`src/rtl/fetch_stage.sv`:
```
// fetch_stage -- instruction fetch stage with IF/ID register and one-entry skid buffer.
//
// Holds the fetch PC, issues instruction-memory reads and loads the IF/ID
// pipeline register. When decode stalls while a read completes, the returned
// word is parked in a skid buffer (HOLD state) and the request is dropped until
// decode frees up. A taken branch from the memory stage overrides everything.
//
// Parameters:
//   RESET_PC      PC value loaded on reset.
// Optional feature:
//   FETCH_STALL_CNT_EN  when defined, stall_cnt counts stall and bubble cycles
//                       (saturating); otherwise stall_cnt is tied to zero.
//
// Ports:
//   clk           clock, all state updates on rising edge
//   reset         synchronous active-high reset
//   imem_req      instruction-memory read request (1 in FETCH, 0 in HOLD)
//   imem_addr     read address (= pc_F)
//   imem_rdata    instruction word, valid when imem_ready=1
//   imem_ready    read data valid this cycle for imem_addr
//   stall_DEC     decode cannot accept a new instruction
//   pcsrc_MEM     branch taken (memory stage)
//   pcbranch_MEM  branch target
//   pc_F          current fetch PC
//   instr_DEC     IF/ID instruction register
//   opcode        instr_DEC[31:26]
//   funct         instr_DEC[5:0]
//   pcplus4_DEC   PC+4 of the instruction in instr_DEC
//   valid_DEC     instr_DEC holds a real instruction
//   stall_cnt     stall/bubble cycle counter

module fetch_stage #(
   parameter logic [31:0] RESET_PC = 32'h0000_0000
) (
   input  logic        clk,
   input  logic        reset,
   output logic        imem_req,
   output logic [31:0] imem_addr,
   input  logic [31:0] imem_rdata,
   input  logic        imem_ready,
   input  logic        stall_DEC,
   input  logic        pcsrc_MEM,
   input  logic [31:0] pcbranch_MEM,
   output logic [31:0] pc_F,
   output logic [31:0] instr_DEC,
   output logic [5:0]  opcode,
   output logic [5:0]  funct,
   output logic [31:0] pcplus4_DEC,
   output logic        valid_DEC,
   output logic [31:0] stall_cnt
);

   typedef enum logic [0:0] {StFetch, StHold} state_e;

   state_e      state_q, state_d;
   logic [31:0] pc_q, pc_d;
   logic [31:0] instr_q, instr_d;
   logic [31:0] pcplus4_q, pcplus4_d;
   logic        valid_q, valid_d;
   logic [31:0] skid_instr_q, skid_instr_d;
   logic [31:0] skid_pcplus4_q, skid_pcplus4_d;

   logic [31:0] pc_plus4;
   logic        bubble;

   // Modulo-2^32 by construction of the 32-bit add.
   assign pc_plus4 = pc_q + 32'd4;

   // Bubble: fetching, no data, decode ready, no redirect overriding it.
   assign bubble = (state_q == StFetch) && !imem_ready && !stall_DEC && !pcsrc_MEM;

   //---------------------------------------------------------------------------
   // State registers
   //---------------------------------------------------------------------------
   always_ff @(posedge clk) begin
      if (reset) begin
         state_q        <= StFetch;
         pc_q           <= RESET_PC;
         instr_q        <= '0;
         pcplus4_q      <= '0;
         valid_q        <= 1'b0;
         skid_instr_q   <= '0;
         skid_pcplus4_q <= '0;
      end else begin
         state_q        <= state_d;
         pc_q           <= pc_d;
         instr_q        <= instr_d;
         pcplus4_q      <= pcplus4_d;
         valid_q        <= valid_d;
         skid_instr_q   <= skid_instr_d;
         skid_pcplus4_q <= skid_pcplus4_d;
      end
   end

   //---------------------------------------------------------------------------
   // Next-state logic
   //---------------------------------------------------------------------------
   always_comb begin
      state_d        = state_q;
      pc_d           = pc_q;
      instr_d        = instr_q;
      pcplus4_d      = pcplus4_q;
      valid_d        = valid_q;
      skid_instr_d   = skid_instr_q;
      skid_pcplus4_d = skid_pcplus4_q;

      if (pcsrc_MEM) begin
         // Redirect wins over stall; any returned or buffered word is dropped.
         state_d        = StFetch;
         pc_d           = pcbranch_MEM;
         instr_d        = '0;
         pcplus4_d      = '0;
         valid_d        = 1'b0;
         skid_instr_d   = '0;
         skid_pcplus4_d = '0;
      end else begin
         unique case (state_q)
            StFetch: begin
               if (imem_ready && !stall_DEC) begin
                  instr_d   = imem_rdata;
                  pcplus4_d = pc_plus4;
                  valid_d   = 1'b1;
                  pc_d      = pc_plus4;
               end else if (imem_ready && stall_DEC) begin
                  // Decode busy: park the word, IF/ID and PC hold.
                  skid_instr_d   = imem_rdata;
                  skid_pcplus4_d = pc_plus4;
                  state_d        = StHold;
               end else if (!imem_ready && !stall_DEC) begin
                  instr_d = '0;
                  valid_d = 1'b0;
               end
               // !imem_ready && stall_DEC: everything holds.
            end
            StHold: begin
               if (!stall_DEC) begin
                  instr_d   = skid_instr_q;
                  pcplus4_d = skid_pcplus4_q;
                  valid_d   = 1'b1;
                  pc_d      = skid_pcplus4_q;
                  state_d   = StFetch;
               end
            end
            default: begin
               state_d = StFetch;
            end
         endcase
      end
   end

   //---------------------------------------------------------------------------
   // Outputs
   //---------------------------------------------------------------------------
   assign imem_req    = (state_q == StFetch);
   assign imem_addr   = pc_q;
   assign pc_F        = pc_q;
   assign instr_DEC   = instr_q;
   assign pcplus4_DEC = pcplus4_q;
   assign valid_DEC   = valid_q;
   assign opcode      = instr_q[31:26];
   assign funct       = instr_q[5:0];

`ifdef FETCH_STALL_CNT_EN
   logic [31:0] stall_cnt_q;

   always_ff @(posedge clk) begin
      if (reset) begin
         stall_cnt_q <= '0;
      end else if ((stall_DEC || bubble) && (stall_cnt_q != 32'hFFFF_FFFF)) begin
         stall_cnt_q <= stall_cnt_q + 32'd1;
      end
   end

   assign stall_cnt = stall_cnt_q;
`else
   assign stall_cnt = 32'd0;

   // Bubble detect only feeds the counter.
   logic unused_bubble;
   assign unused_bubble = bubble;
`endif

endmodule

```
`config.mk`:
```
export PLATFORM = sky130hd
export DESIGN_NAME = fetch_stage
export DESIGN_NICKNAME = d
export VERILOG_FILES = /design/src/rtl/fetch_stage.sv
export SDC_FILE = /design/constraint.sdc
export NUM_CORES = 1
export LEC_CHECK = 0
export BUFFER_PORTS_ARGS = -buffer_cell sky130_fd_sc_hd__buf_4
export CORE_MARGIN = 2
export CORE_UTILIZATION = 51
export CTS_CLUSTER_DIAMETER = 120
export DETAILED_ROUTE_END_ITERATION = 16
export PLACE_DENSITY = 0.8
export SETUP_SLACK_MARGIN = 0.3
export SLEW_MARGIN = 25
export SYNTH_ARGS = -nofsm -noshare
export SYNTH_HDL_FRONTEND = slang
export SYNTH_SLANG_ARGS = --single-unit
```
`constraint.sdc`:
```
create_clock -name clk -period 2.4 [get_ports clk]
set_input_delay 0.24 -clock clk [delete_from_list [all_inputs] [get_ports clk]]
set_output_delay 0.24 -clock clk [all_outputs]
set_load 0.005 [all_outputs]
```
==> impl_metrics.csv <==
group,metric,value,unit
status,status,"complete, no violations",
critical_path,worst-path-buf-inv,4,
sta,final.setup_skew,0.00836,ns
die,initial_core_util,51.8,%
synth,synth_top_flop_cell,"dfxtp_1",
sta,whs,0.0678,ns
die,die_h,125,um
critical_path,worstPathCellList,"buf_4 > inv_2 > buf_4 > buf_4",
critical_path,required,2.16,ns
sta,relSlewSlack,48.3,%
critical_path,crit_slowest_cell,"dfxtp_2",
cells_and_area,area_growth,26.3,%
global_route,antenna_found_initial,0,
synth,async_flop_share,0,%
synth,synth_cell_type_count,49,
critical_path,r2r_cells,5,
critical_path,path_max_fanout,25,
placed_design,dp.final_hpwl,14.2,mm
synth,yosysTopAreaCell,"dfxtp_1",
clock_network,cts_tree,"built",
route,drt-initial-drc-count,790,
global_route,grt_start_max_net_pins,67,
critical_path,r2r_end,"imem_addr[23]$_SDFFE_PP0P_",
route,met1Wirelength,9.07,mm
route,routed_wl,21.6,mm
global_route,track_usage,26.6,%
placed_design,port_buffers,210,
cells_and_area,fill_cells,1269,
die,num_rows,44,
synth,ys_warn_count,0,
critical_path,path_class,"flop to primary output",
route,detail-route-antenna-nets,0,
cells_and_area,final_util,65.5,%
placed_design,place_area,0.00891,mm2
critical_path,crit_family,"buffers and inverters",
sta,maxSlewViolCount,0,
hold_path,hold_depth,3,
pwr,p_leak,4.04,nW
critical_path,slowest_delay,0.38,ns
route,drcViolationCount,0,
critical_path,arrival,1.74,ns
clock_network,clock_latency,0.43,ns
clock_network,clkSinkCount,162,
global_route,grt_pass1_wl,34.2,mm
clock_network,htreeDepth,4,
clock_network,clockBufferDepth,2,
die,die-area,0.0157,mm2
route,vias_per_cell,5.62,
global_route,grt_pass1_vias,6717,
sta,fmax,0.506,GHz
route,vias,7393,
route,wl_met2,10.3,mm
synth,syn_inst,966,
global_route,overflow,0,
flow_run,drv_cap,0,
placed_design,dp.cells,1283,
route,wl_per_cell,16.4,um
clock_network,numCtsBuffers,17,
hold_path,hp-class,"primary input to flop",
die,die_x,125,um
hold_path,min_from,"imem_rdata[21]",
clock_network,ctsRootBufferMaster,"clkbuf_16",
critical_path,reg2reg_slack,0.44,ns
sta,tns,0,ns
sta,min_period,1.98,ns
sta,tightestPinTransition,0.774,ns
clock_network,cts_hold_buf,0,
critical_path,cp_common_cell,"buf_4",
pwr,p_per_area,653,mW/mm2
cells_and_area,final_cell_mix,"251 x buf_4, 190 x nand2_1, 158 x dfxtp_1",
die,fp.coreArea,0.0145,mm2
die,pin_count,243,
sta,setup_viol,0,
placed_design,place.gp.congestion,0.894,
route,route.met3.wl,1.69,mm
synth,synth_enable_flop_cells,0,
synth,ys_seq_elements,162,
cells_and_area,drive_above_1_share,27.1,%
sta,rsz0062_at_grt,"false",
cells_and_area,final_nets,1188,
route,drtPass1Iterations,5,
synth,netlist_top_cells_area,"dfxtp_1 43%, nand2_1 9.6%, a21oi_1 8.3%",
cells_and_area,fin_cells,1315,
critical_path,rr_startpoint,"imem_addr[13]$_SDFFE_PP0P_",
synth,syn_avg_cell_area,7.77,um2
synth,synth_top_area_share,43.2,%
route,routed.top_layer,"met4",
clock_network,path_clk_slew,0.06,ns
critical_path,critPathCaptureType,"primary output",
cells_and_area,final_common_cell,"buf_4",
cells_and_area,diodes,0,
pwr,irDropWorstVdd,394,uV
synth,synth_area,0.00751,mm2
sta,hold_viol,0,
critical_path,cp-start-kind,"flop",
cells_and_area,finish.instance_area,0.00948,mm2
hold_path,holdPathEnd,"skid_instr_q[21]$_SDFFE_PP0P_",
synth,yosysSeqAreaShare,43.2,%
sta,fin_crit_sh,82.3,%
## registers in the layout, summed over array words and instances, names as in the netlist
name            count
imem_addr          32
instr_DEC          32
pcplus4_DEC        32
skid_instr_q       32
skid_pcplus4_q     32
state_q             1
valid_DEC           1
## report_power, final
group	leakage (nW)	switching, W	internal, W
logic	2.44	0.000378	0.000330
registers	1.32	0.0000832	0.00277
clock network	0.276	0.00110	0.00154
total	4.04	0.00156	0.00464
## routing by layer
metal | vias up | track usage, %
li1 | 3529 | -
met1 | 3473 | 35.3
met2 | 354 | 42.6
met4 | 0 | 10.4
met5 | - | 0
met3 | 37 | 5.73
## timing repair
action                                  CTS  global route
resized for setup                         0             4
endpoints found under the setup margin    0             3
setup buffers                             0             0
## worst max path at each step
| stage | to | depth (start not counted) | from |
|---|---|---|---|
| global placement | imem_addr[23]$_SDFFE_PP0P_ | 5 | imem_addr[6]$_SDFFE_PP0P_ |
| CTS | imem_addr[23]$_SDFFE_PP0P_ | 5 | imem_addr[6]$_SDFFE_PP0P_ |
| finish | imem_req | 4 | state_q$_SDFF_PP0_ |
| global route | imem_addr[23]$_SDFFE_PP0P_ | 5 | imem_addr[13]$_SDFFE_PP0P_ |
| floorplan | pcplus4_DEC[23]$_SDFFE_PP0P_ | 6 | imem_addr[8]$_SDFFE_PP0P_ |
| detailed placement | pcplus4_DEC[23]$_SDFFE_PP0P_ | 5 | imem_addr[6]$_SDFFE_PP0P_ |
## per-stage QoR
stage          total power [W]  worst slack (ns)
2_1_floorplan          0.00332             0.345
3_3_place_gp           0.00359             0.358
3_5_place_dp           0.00360             0.325
4_1_cts                0.00620             0.317
5_1_grt                0.00641             0.300
6_report               0.00620             0.424
## synthesized netlist by cell type (5+ instances only)
library cell	number
a21oi_1	125
a22oi_1	32
and2_1	5
buf_4	78
clkbuf_1	68
dfxtp_1	162
inv_1	5
nand2_1	191
nand3_1	63
nand4_1	13
nor2_1	60
nor3_1	10
o211ai_1	19
o21ai_0	42
o21bai_1	6
or2_2	5
xnor2_1	13
xor2_1	9
## worst register-to-register path, cell delays in order (launching register included)
cell	delay, ns
dfxtp_1	0.34
nand3_1	0.16
or4_4	0.63
or3_4	0.43
mux2i_2	0.19
nand3_1	0.09
## kinds of logic after synthesis
logic type,synth area share (%)
other,0.0500
adder cells (fa/ha/maj),0.167
flip-flops,43.2
buffers and inverters,11.8
XOR/XNOR,2.57
AO/OA/AOI/OAI,19.7
AND/OR/NAND/NOR,22.0
multiplexers,0.533
## area by class of cell
type	instances	area [um2]	area share (%)
Tap cell	184	230	2.43
Inverter	5	18.8	0.198
Clock buffer	24	492	5.19
Sequential cell	162	3250	34.3
Multi-Input combinational cell	680	3510	37.0
Clock inverter	8	77.6	0.818
Timing Repair Buffer	252	1900	20.1
(Power assumes the default switching activity.)
